### config.mk
export PLATFORM = sky130hd
export DESIGN_NAME = seq_mult_ctrl
export DESIGN_NICKNAME = d
export VERILOG_FILES = /design/src/rtl/mult_pkg.sv /design/src/rtl/adder_32_bit.sv /design/src/rtl/seq_mult_ctrl.sv
export SDC_FILE = /design/constraint.sdc
export NUM_CORES = 1
export LEC_CHECK = 0
export BUFFER_PORTS_ARGS = -buffer_cell sky130_fd_sc_hd__buf_2
export CAP_MARGIN = 40
export CORE_MARGIN = 5
export CORE_UTILIZATION = 53
export DETAILED_ROUTE_END_ITERATION = 7
export GPL_ROUTABILITY_DRIVEN = 1
export PLACE_DENSITY = 0.83
export SLEW_MARGIN = 40
export SYNTH_ARGS = -nofsm -noshare
export SYNTH_HDL_FRONTEND = slang
export SYNTH_SLANG_ARGS = --single-unit
export TNS_END_PERCENT = 10
### constraint.sdc
create_clock -name clk -period 4.9 [get_ports clk]
set_input_delay 0.245 -clock clk [delete_from_list [all_inputs] [get_ports clk]]
set_output_delay 0.245 -clock clk [all_outputs]
set_load 0.01 [all_outputs]
### src/rtl/mult_pkg.sv
// Shared types and constants for the sequential multiplier.
// State encoding, MUL loop length and counter width.
package mult_pkg;

  localparam int MUL_CYCLES = 32;
  localparam int CNT_W      = 5;

  typedef enum logic [2:0] {
    IDLE   = 3'd0,
    NEG_A  = 3'd1,
    NEG_B  = 3'd2,
    MUL    = 3'd3,
    NEG_LO = 3'd4,
    NEG_HI = 3'd5,
    DONE   = 3'd6
  } state_t;

endpackage

### src/rtl/adder_32_bit.sv
// 32-bit ripple-style adder with carry in/out.
// The single arithmetic resource shared by the multiplier.
module adder_32_bit (
  input  logic [31:0] a,
  input  logic [31:0] b,
  input  logic        c_in,
  output logic [31:0] sum,
  output logic        c_out
);

  assign {c_out, sum} = {1'b0, a} + {1'b0, b} + {32'd0, c_in};

endmodule

### src/rtl/seq_mult_ctrl.sv
// Multi-cycle 32x32->64 shift-add multiplier controller.
// One adder is time-shared for negations and partial sums.
module seq_mult_ctrl
  import mult_pkg::*;
#(
  parameter int WIDTH = 32
) (
  input  logic               clk,
  input  logic               rst,
  input  logic               start,
  input  logic               signed_mode,
  input  logic [WIDTH-1:0]   a,
  input  logic [WIDTH-1:0]   b,
  output logic               busy,
  output logic               done,
  output logic [2*WIDTH-1:0] product
);

  state_t             state;
  state_t             state_nx;
  logic [CNT_W-1:0]   count;
  logic [WIDTH-1:0]   mc;
  logic [WIDTH-1:0]   p_hi;
  logic [WIDTH-1:0]   p_lo;
  logic               neg_a;
  logic               neg_b;
  logic               neg_r;
  logic               carry;

  logic [WIDTH-1:0]   add_a;
  logic [WIDTH-1:0]   add_b;
  logic               add_cin;
  logic [WIDTH-1:0]   sum;
  logic               c_out;

  logic               in_neg_a;
  logic               in_neg_b;

  assign in_neg_a = signed_mode & a[WIDTH-1];
  assign in_neg_b = signed_mode & b[WIDTH-1];

  adder_32_bit u_add (
    .a     (add_a),
    .b     (add_b),
    .c_in  (add_cin),
    .sum   (sum),
    .c_out (c_out)
  );

  always_comb begin
    state_nx = state;
    add_a    = '0;
    add_b    = '0;
    add_cin  = 1'b0;
    case (state)
      IDLE: begin
        if (start) begin
          if (in_neg_a)      state_nx = NEG_A;
          else if (in_neg_b) state_nx = NEG_B;
          else               state_nx = MUL;
        end
      end
      NEG_A: begin
        add_a    = ~mc;
        add_cin  = 1'b1;
        state_nx = neg_b ? NEG_B : MUL;
      end
      NEG_B: begin
        add_a    = ~p_lo;
        add_cin  = 1'b1;
        state_nx = MUL;
      end
      MUL: begin
        add_a = p_hi;
        add_b = p_lo[0] ? mc : '0;
        if (count == CNT_W'(MUL_CYCLES - 1))
          state_nx = neg_r ? NEG_LO : DONE;
      end
      NEG_LO: begin
        add_a    = ~p_lo;
        add_cin  = 1'b1;
        state_nx = NEG_HI;
      end
      NEG_HI: begin
        // carry from the low half completes the 64-bit negation
        add_a    = ~p_hi;
        add_cin  = carry;
        state_nx = DONE;
      end
      DONE:    state_nx = IDLE;
      default: state_nx = IDLE;
    endcase
  end

  always_ff @(posedge clk) begin
    if (rst) begin
      state   <= IDLE;
      count   <= '0;
      mc      <= '0;
      p_hi    <= '0;
      p_lo    <= '0;
      neg_a   <= 1'b0;
      neg_b   <= 1'b0;
      neg_r   <= 1'b0;
      carry   <= 1'b0;
      busy    <= 1'b0;
      done    <= 1'b0;
      product <= '0;
    end else begin
      state <= state_nx;
      busy  <= (state != IDLE) && (state != DONE);
      done  <= (state == DONE);
      case (state)
        IDLE: begin
          if (start) begin
            mc    <= a;
            p_lo  <= b;
            p_hi  <= '0;
            count <= '0;
            carry <= 1'b0;
            neg_a <= in_neg_a;
            neg_b <= in_neg_b;
            neg_r <= in_neg_a ^ in_neg_b;
          end
        end
        NEG_A: mc <= sum;
        NEG_B: p_lo <= sum;
        MUL: begin
          p_hi  <= {c_out, sum[WIDTH-1:1]};
          p_lo  <= {sum[0], p_lo[WIDTH-1:1]};
          count <= count + 1'b1;
        end
        NEG_LO: begin
          p_lo  <= sum;
          carry <= c_out;
        end
        NEG_HI:  p_hi <= sum;
        DONE:    product <= {p_hi, p_lo};
        default: ;
      endcase
    end
  end

endmodule

==> results.yml, run 1 <==
outcome:
  status: "finished, violations left"
  violations: "design-rule violations"
worst_setup_path:
  path_cells: "inv_2 -> buf_4 -> o21bai_1 -> a21oi_1 -> o22ai_1 -> ha_1 -> o211ai_1 -> a21oi_2 -> o311ai_2 -> o21ai_1 -> a211oi_2 -> nor3_1 -> nor3_1 -> o22ai_1"
  cp_max_fo: 28
  slowest_delay_ns: 0.50
  crit_family: "compound AO/OA/AOI/OAI gates"
  cp.required_ns: 5.18
  critical_path_class: "reg -> reg"
  path_buf_inv: 2
  endpoint_kind: "flip-flop"
  cp_slowest_cell: "o311ai_2"
  arrival_ns: 4.39
  critPathLaunchType: "flip-flop"
synth:
  synth_top_family_by_area: "compound AO/OA/AOI/OAI gates"
  synth-edff-count: 0
  synthMuxAreaShare: 0.00202
  syn_area_um2: 9930
  synth-xor-area-share: 0.0228
  synth_area_leaders: "dfxtp_1 35%, a21oi_1 6.6%, nor2_1 5.9%, a22o_1 5.6%, nand2_1 5.1%"
  avgSynthCellArea_um2: 7.93
  synth_cell_types: 70
  synth_compound_area_frac: 0.343
  synth.net_count: 1356
  synth_seq_cells: 173
  synth_fa_ha_area_frac: 0.0469
  ys_seq_area_frac: 0.349
  synthDominantCellAreaShare: 0.349
  synthSimpleGateAreaFrac: 0.188
  ys.flop_type: "dfxtp_1"
  yosysTopAreaCell: "dfxtp_1"
  netlist_instances: 1252
  ys_async_sr_fraction: 0
  yosys_warnings: 0
clock_tree:
  clockBufferDepth: 2
  cts_setup_buffers: 0
  cts_sinks: 173
  clockRootBuffer: "clkbuf_16"
  tritoncts: "built"
  h-tree-depth: 4
  cts_resized: 0
  clk_latency_ns: 0.43
  path_clk_slew_ns: 0.07
  cts_buffers: 17
  hold_buffers: 0
floorplanning:
  initial_core_util: 0.534
  die_h_um: 147
  fp-row-count: 50
  core_um2: 18600
  dieWidth_um: 147
  ios: 134
  die-area_um2: 21600
placed_design:
  dp_hpwl_um: 23400
  io_buffers: 133
  place_congestion: 0.998
timing:
  fin_worst_skew_ns: 0.00809
  fmax_mhz: 244
  whs_ns: 0.0705
  rsz0062_at_grt: "false"
  min_period_ns: 4.11
  period_share: 0.838
  slew_violations: 0
  setup_tns_ns: 0
  worst_pin_slew_ns: 0.898
  setup_violations: 0
  maxSlewHeadroom: 0.399
  hold_viol_final: 0
grt:
  grt_pass1_wl_um: 53900
  grt_antenna_before_repair: 0
  grt_pass1_vias: 10000
  overflow: 0
  gr-usage-all-layers: 0.306
  grt_max_degree: 58
final_layout:
  mostFrequentLayoutCells: "172 x dfxtp_1, 153 x nor2_1, 133 x nand2_1"
  fin_nets: 1426
  area_growth_pct: 14.5
  drive_gt1_frac: 0.165
  antenna_cells: 0
  utilization: 0.612
  final_common_cell: "dfxtp_1"
power:
  ir_worst_vdd_uv: 270
  power.density_nw_per_um2: 348
  leakage_nw: 4.95
routing:
  drt_iter0_markers: 1675
  totalWireLength_um: 34300
  wl_per_cell_um: 21.9
  vias: 10600
  drc_errors: 1
  ant_nets: 0
  vias_per_cell: 6.78
  dr.pass1.iters: 8
flow_run:
  maxCapViolations: 0
hold_path:
  hp-class: "in -> reg"
-- worst min-delay path: stages --
cell	delay [ns]
buf_2	0.09
nand2_1	0.04
a311oi_1	0.07
-- synthesized netlist by cell type, drive strengths merged (16+ instances only) --
cell type / n
and3: 38
o21bai: 29
nand3: 21
o22ai: 34
buf: 24
a21oi: 134
nor3: 35
a211oi: 16
nand2: 135
dfxtp: 173
a221o: 20
o21ai: 37
nor2: 156
a311oi: 28
clkbuf: 86
ha: 34
a22o: 64
-- state kept, by name, indices dropped and copies added (netlist names) --
name / count
neg_b: 1
carry: 1
done: 1
mc: 32
state: 3
p_hi: 32
busy: 1
neg_r: 1
count: 5
p_lo: 32
product: 64
-- area by class of cell --
cell class              instances  area [um2]
clock inverters                14         184
well taps                     234         293
fillers                      1646        7220
inverters                      13        48.8
flip-flops and latches        173        3460
clock buffers                  18         429
multi-input cells             956        6050
repair buffers                161         898
-- stage by stage --
stage                     power (mW)  std cells  worst slack, ns  instance area [um2]
after global routing            4.10       1569            0.578                11400
after global placement          2.49       1536             1.04                10700
after detailed placement        2.51       1537            0.937                10800
after floorplan                 2.23       1252            0.759                 9930
after CTS                       3.93       1569            0.910                11400
final                           3.95       1569            0.793                11400
-- worst paths after layout --
check	from	endpoint	slack (ns)	cells after the start
min	a[22]	mc[22]$_SDFFE_PP0P_	0.07	3
max	state[0]$_SDFFE_PP0P_	p_hi[31]$_SDFFE_PP0P_	0.79	14
max reg2reg	state[0]$_SDFFE_PP0P_	p_hi[31]$_SDFFE_PP0P_	0.79	14
min reg2reg	product[21]$_SDFFE_PP0P_	product[21]$_SDFFE_PP0P_	0.47	1
-- cells by family (layout without fill, tap and decap cells) --
group	after synthesis	after routing
compound gates	471	471
buf+inv	123	206
fa+ha+maj	36	36
simple gates	422	422
flops	173	173
xor+xnor	25	25
mux	2	2
-- report_power, final --
group / switching, mW / internal, mW / leakage [nW]
Combinational: 0.593 / 0.325 / 3.23
Clock: 0.615 / 0.814 / 0.300
Sequential: 0.111 / 1.49 / 1.41
Total: 1.32 / 2.63 / 4.95
-- routing by layer --
layer / routed length [um] / track usage / up-vias / part of all wire
met5: 0 / 0 / - / 0
met4: 980 / 0.110 / 0 / 0.029
met3: 3820 / 0.0638 / 103 / 0.11
met2: 15000 / 0.462 / 696 / 0.44
met1: 14500 / 0.434 / 5003 / 0.42
li1: - / - / 4832 / -
(Power assumes the default switching activity.)
==> run 2: changes to the inputs <==
==> constraint.sdc (replaced) <==
create_clock -name clk -period 4.07 [get_ports clk]
set_input_delay 0.2035 -clock clk [delete_from_list [all_inputs] [get_ports clk]]
set_output_delay 0.2035 -clock clk [all_outputs]
set_load 0.01 [all_outputs]
==> run 2 against run 1 <==
Maximum frequency grew 7.7%. Global-route usage is 0.57 points higher. Via count rose by 1.1%. Sequential power up 20%. Critical path depth rose by 1. Clock power rose by 20%. The run now ends clean. Count of clock-buffer cells in the layout up 3. Highest routed layer unchanged. Combinational power up 25%.
==> results.yml, run 2 (synthesis results as in run 1) <==
timing:
  fmax_mhz: 262
  slew_violations: 0
  hold_viol_final: 0
  min_period_ns: 3.81
  period_share: 0.937
  maxSlewHeadroom: 0.482
  fin_worst_skew_ns: 0.00897
  setup_violations: 0
  worst_pin_slew_ns: 0.777
  rsz0062_at_grt: "false"
  setup_tns_ns: 0
worst_setup_path:
  critical_path_class: "reg -> reg"
  path_cells: "inv_2 -> buf_4 -> o21ai_0 -> nand2_1 -> o211ai_1 -> fa_1 -> fa_1 -> nand2b_1 -> a21o_1 -> and3b_4 -> o21a_1 -> nor4b_2 -> o21ai_0 -> a32oi_1 -> a21oi_1"
  arrival_ns: 4.11
  cp_max_fo: 21
  cp_slowest_cell: "fa_1"
  critPathLaunchType: "flip-flop"
  reg2regPathDepth: 15
  regToRegEndpoint: "p_hi[27]$_SDFFE_PP0P_"
  ff2ff_setup_slack_ns: 0.26
  endpoint_kind: "flip-flop"
  slowest_delay_ns: 0.41
  timing.rr.start: "state[0]$_SDFFE_PP0P_"
  cp.required_ns: 4.36
clock_tree:
  hold_buffers: 0
  clockBufferDepth: 2
  cts_setup_buffers: 0
  h-tree-depth: 4
  cts_sinks: 173
  clk_latency_ns: 0.44
  cts_resized: 0
  clockRootBuffer: "clkbuf_16"
  tritoncts: "built"
  path_clk_slew_ns: 0.07
  cts_buffers: 17
routing:
  totalWireLength_um: 34800
  drt_iter0_markers: 1553
  dr.pass1.iters: 6
  wl_per_cell_um: 22.0
  vias_per_cell: 6.77
  vias: 10800
  drc_errors: 0
  ant_nets: 0
hold_path:
  min-delay-start: "a[18]"
  hp-class: "in -> reg"
  hold_end: "mc[18]$_SDFFE_PP0P_"
  whs_path_depth: 3
grt:
  grt_max_degree: 59
  use_met3: 0.0700
  use_met2: 0.480
  use_met1: 0.426
  gr-usage-all-layers: 0.312
  busiest_layer: "met2"
  grt_antenna_before_repair: 1
  grt_pass1_vias: 10000
  overflow: 0
  grt_pass1_wl_um: 54500
power:
  power.density_nw_per_um2: 415
  power_mw: 4.78
  leakage_nw: 5.02
  ir_worst_vdd_uv: 316
final_layout:
  mostFrequentLayoutCells: "172 x dfxtp_1, 152 x nor2_1, 133 x nand2_1"
  fin_nets: 1446
  antenna_cells: 0
  drive_gt1_frac: 0.177
  top_register: "product"
  largest_reg_flops: 64
  final_common_cell: "dfxtp_1"
  area_growth_pct: 16.0
placed_design:
  io_buffers: 133
  place_congestion: 0.996
  dp_hpwl_um: 23600
floorplanning:
  fp-row-count: 50
  core_um2: 18600
  initial_core_util: 0.534
  die_h_um: 147
  ios: 134
  dieWidth_um: 147
  die-area_um2: 21600
flow_run:
  maxCapViolations: 0
outcome:
  status: "completed"
==> run 2: worst max path at each step <==
stage	startpoint	end	slack, ns
after global placement	state[0]$_SDFFE_PP0P_	mc[26]$_SDFFE_PP0P_	0.45
after detailed placement	state[0]$_SDFFE_PP0P_	p_hi[27]$_SDFFE_PP0P_	0.36
final	state[0]$_SDFFE_PP0P_	p_hi[27]$_SDFFE_PP0P_	0.26
after global routing	state[2]$_SDFFE_PP0P_	p_hi[31]$_SDFFE_PP0P_	0.04
after CTS	state[2]$_SDFFE_PP0P_	p_hi[31]$_SDFFE_PP0P_	0.34
after floorplan	state[2]$_SDFFE_PP0P_	p_lo[20]$_SDFFE_PP0P_	0.12
==> run 2: per-stage QoR <==
step / util / cell area [um2] / worst slack [ns] / instances / hold slack, ns
finish: 0.620 / 11500 / 0.257 / 1587 / 0.0245
detailed placement: 0.587 / 10900 / 0.357 / 1557 / 0.462
CTS: 0.619 / 11500 / 0.335 / 1587 / 0.0188
floorplan: - / 9930 / 0.116 / 1252 / 0.362
global placement: 0.586 / 10900 / 0.450 / 1556 / 0.455
global route: 0.620 / 11500 / 0.0418 / 1587 / 0.0373
==> run 2: where the power goes <==
part	switching (mW)	leakage, nW	internal [mW]	total, mW
combinational	0.734	3.33	0.418	1.15
clock	0.715	0.286	0.996	1.71
sequential	0.122	1.41	1.80	1.92
==> run 2: final cells by class <==
class | count | area, um2
clock inverter | 9 | 136
inverter | 13 | 48.8
sequential | 173 | 3460
clock buffer | 21 | 460
tap | 234 | 293
fill | 1610 | 7070
timing repair buffer | 181 | 1060
multi-input combinational | 956 | 6050
==> run 2: layer usage <==
metal | up-vias | wire (um)
met3 | 101 | 4060
met2 | 754 | 15400
met5 | - | 0
met4 | 0 | 1040
li1 | 4868 | -
met1 | 5028 | 14300
==> run 2: worst max-delay path, delay by kind of cell, from the launching register on <==
family,cells,cell delay [ns]
AOI/OAI and AO/OA,7,1.24
adders and majority gates,2,0.82
buffers and inverters,2,0.36
DFF,1,0.37
and+or+nand+nor,4,0.87
==> run 3: changes to the inputs <==
--- a/config.mk
+++ b/config.mk
@@ -7,11 +7,14 @@
 export LEC_CHECK = 0
 export BUFFER_PORTS_ARGS = -buffer_cell sky130_fd_sc_hd__buf_2
 export CAP_MARGIN = 40
+export CELL_PAD_IN_SITES_DETAIL_PLACEMENT = 0
+export CELL_PAD_IN_SITES_GLOBAL_PLACEMENT = 1
 export CORE_MARGIN = 5
-export CORE_UTILIZATION = 53
+export CORE_UTILIZATION = 44
+export CTS_BUF_LIST = sky130_fd_sc_hd__clkbuf_2 sky130_fd_sc_hd__clkbuf_4 sky130_fd_sc_hd__clkbuf_8
 export DETAILED_ROUTE_END_ITERATION = 7
 export GPL_ROUTABILITY_DRIVEN = 1
-export PLACE_DENSITY = 0.83
+export PLACE_DENSITY = 0.91
 export SLEW_MARGIN = 40
 export SYNTH_ARGS = -nofsm -noshare
 export SYNTH_HDL_FRONTEND = slang
==> run 3 against run 2 <==
Routed wire length up 3.0%. Cell count up 4.3%. Final area up 0.66%. Worst setup slack worse by 0.062 ns. Register-to-register slack worse by 0.06 ns. Combinational power about the same.
==> results.yml, run 3 (synthesis results as in run 1) <==
outcome:
  status: "completed"
timing:
  maxSlewHeadroom: 0.404
  whs_ns: 0.0118
  hold_viol_final: 0
  min_period_ns: 3.88
  worst_pin_slew_ns: 0.894
  fmax_mhz: 258
  fin_worst_skew_ns: 0.0161
  setup_tns_ns: 0
  slew_violations: 0
  setup_violations: 0
  rsz0062_at_grt: "false"
  period_share: 0.952
  worst_slack_ns: 0.195
final_layout:
  area_growth_pct: 16.8
  drive_gt1_frac: 0.179
  utilization: 0.517
  fin_cells: 1656
  mostFrequentLayoutCells: "172 x dfxtp_1, 152 x nor2_1, 133 x nand2_1"
  largest_reg_flops: 64
  fin_nets: 1461
  final_common_cell: "dfxtp_1"
  final_area_um2: 11600
  top_register: "product"
clock_tree:
  cts_buffers: 17
  clockBufferDepth: 2
  cts_sinks: 173
  clk_latency_ns: 0.48
  tritoncts: "built"
  cts_setup_buffers: 0
  clockRootBuffer: "clkbuf_8"
  cts_resized: 0
  h-tree-depth: 4
  path_clk_slew_ns: 0.09
routing:
  drt_iter0_markers: 1241
  dr.pass1.iters: 6
  vias: 10500
  totalWireLength_um: 35900
  wl_per_cell_um: 21.7
  ant_nets: 0
  drc_errors: 0
  vias_per_cell: 6.36
worst_setup_path:
  critPathLaunchType: "flip-flop"
  cp_max_fo: 37
  slowest_delay_ns: 0.47
  cp_slowest_cell: "nor4b_2"
  critical_path_class: "reg -> reg"
  endpoint_kind: "flip-flop"
  arrival_ns: 4.21
  cp.required_ns: 4.41
  crit_path_frequent_cell: "fa_1"
  path_cells: "buf_4 -> o211ai_1 -> fa_1 -> fa_1 -> nand2b_1 -> a21o_1 -> and3b_4 -> o21a_1 -> nor4b_2 -> o21ai_0 -> a32oi_1 -> a21oi_1"
grt:
  overflow: 0
  grt_antenna_before_repair: 1
  grt_pass1_wl_um: 55900
  gr-usage-all-layers: 0.270
  grt_pass1_vias: 9856
  grt_max_degree: 66
floorplanning:
  die_h_um: 160
  core_um2: 22400
  initial_core_util: 0.442
  die-area_um2: 25700
  fp-row-count: 55
  dieWidth_um: 160
  ios: 134
power:
  p_sw_mw: 1.56
  combinationalPowerShare: 0.261
  leakage_nw: 5.03
  clockPowerShare: 0.312
  ir_worst_vdd_uv: 227
  swShare: 0.347
  p_seq_frac: 0.427
  power.density_nw_per_um2: 388
  power_mw: 4.49
  p_int_mw: 2.93
flow_run:
  maxCapViolations: 0
placed_design:
  place_congestion: 1.04
  dp_hpwl_um: 25100
  io_buffers: 133
  post-place-ws_ns: 0.344
  placed_area_um2: 11000
  dpl.cell_count: 1611
hold_path:
  hp-class: "in -> reg"
[run 3: cell count changes in the layout (fill, tap and decap cells not counted), moves of 2 or more]
cell           before  now
clkbuf_16          17    0
clkbuf_8            2   18
dlygate4sd3_1       0   12
inv_6               2    5
buf_8               1    3
clkbuf_1            2    0
[run 3: critical path, delay by kind of cell (launching register included)]
family,cells,cell delay [ns]
buffers and inverters,1,0.39
and+or+nand+nor,3,0.86
adders and majority gates,2,0.83
DFF,1,0.40
AOI/OAI and AO/OA,6,1.25
[run 3: timing repair]
item / in CTS / in global routing
setup endpoints to repair: 0 / 0
hold endpoints to repair: 12 / 0
hold buffers: 12 / 0
[run 3: layout make-up]
type / instances / area, um2
sequential: 173 / 3460
clock inverter: 13 / 199
fill: 2193 / 10800
timing repair buffer: 196 / 1220
multi-input combinational: 956 / 6050
clock buffer: 19 / 255
tap: 285 / 357
antenna: 1 / 2.50
inverter: 13 / 48.8
[run 3: power by group through the flow]
stage          clock (mW)  sequential (mW)  combinational [mW]
6_report             1.40             1.92                1.17
5_1_grt              1.49             1.93                1.27
4_1_cts              1.42             1.91                1.14
3_5_place_dp            0             1.95                1.13
3_3_place_gp            0             1.95                1.11
2_1_floorplan           0             1.90               0.784
[run 3: worst paths after layout]
path / start / endpoint / slack (ns) / cells after the start
setup / recovery: state[0]$_SDFFE_PP0P_ / p_hi[28]$_SDFFE_PP0P_ / 0.19 / 12
setup reg to reg: state[0]$_SDFFE_PP0P_ / p_hi[28]$_SDFFE_PP0P_ / 0.19 / 12
hold / removal: a[8] / mc[8]$_SDFFE_PP0P_ / 0.01 / 3
hold reg to reg: neg_b$_SDFFE_PP0P_ / neg_b$_SDFFE_PP0P_ / 0.47 / 2
[run 3: metal layers]
metal,part of all wire,global-route usage
met3,0.11,0.0645
met4,0.024,0.0837
met2,0.43,0.403
met5,0,0
met1,0.44,0.384
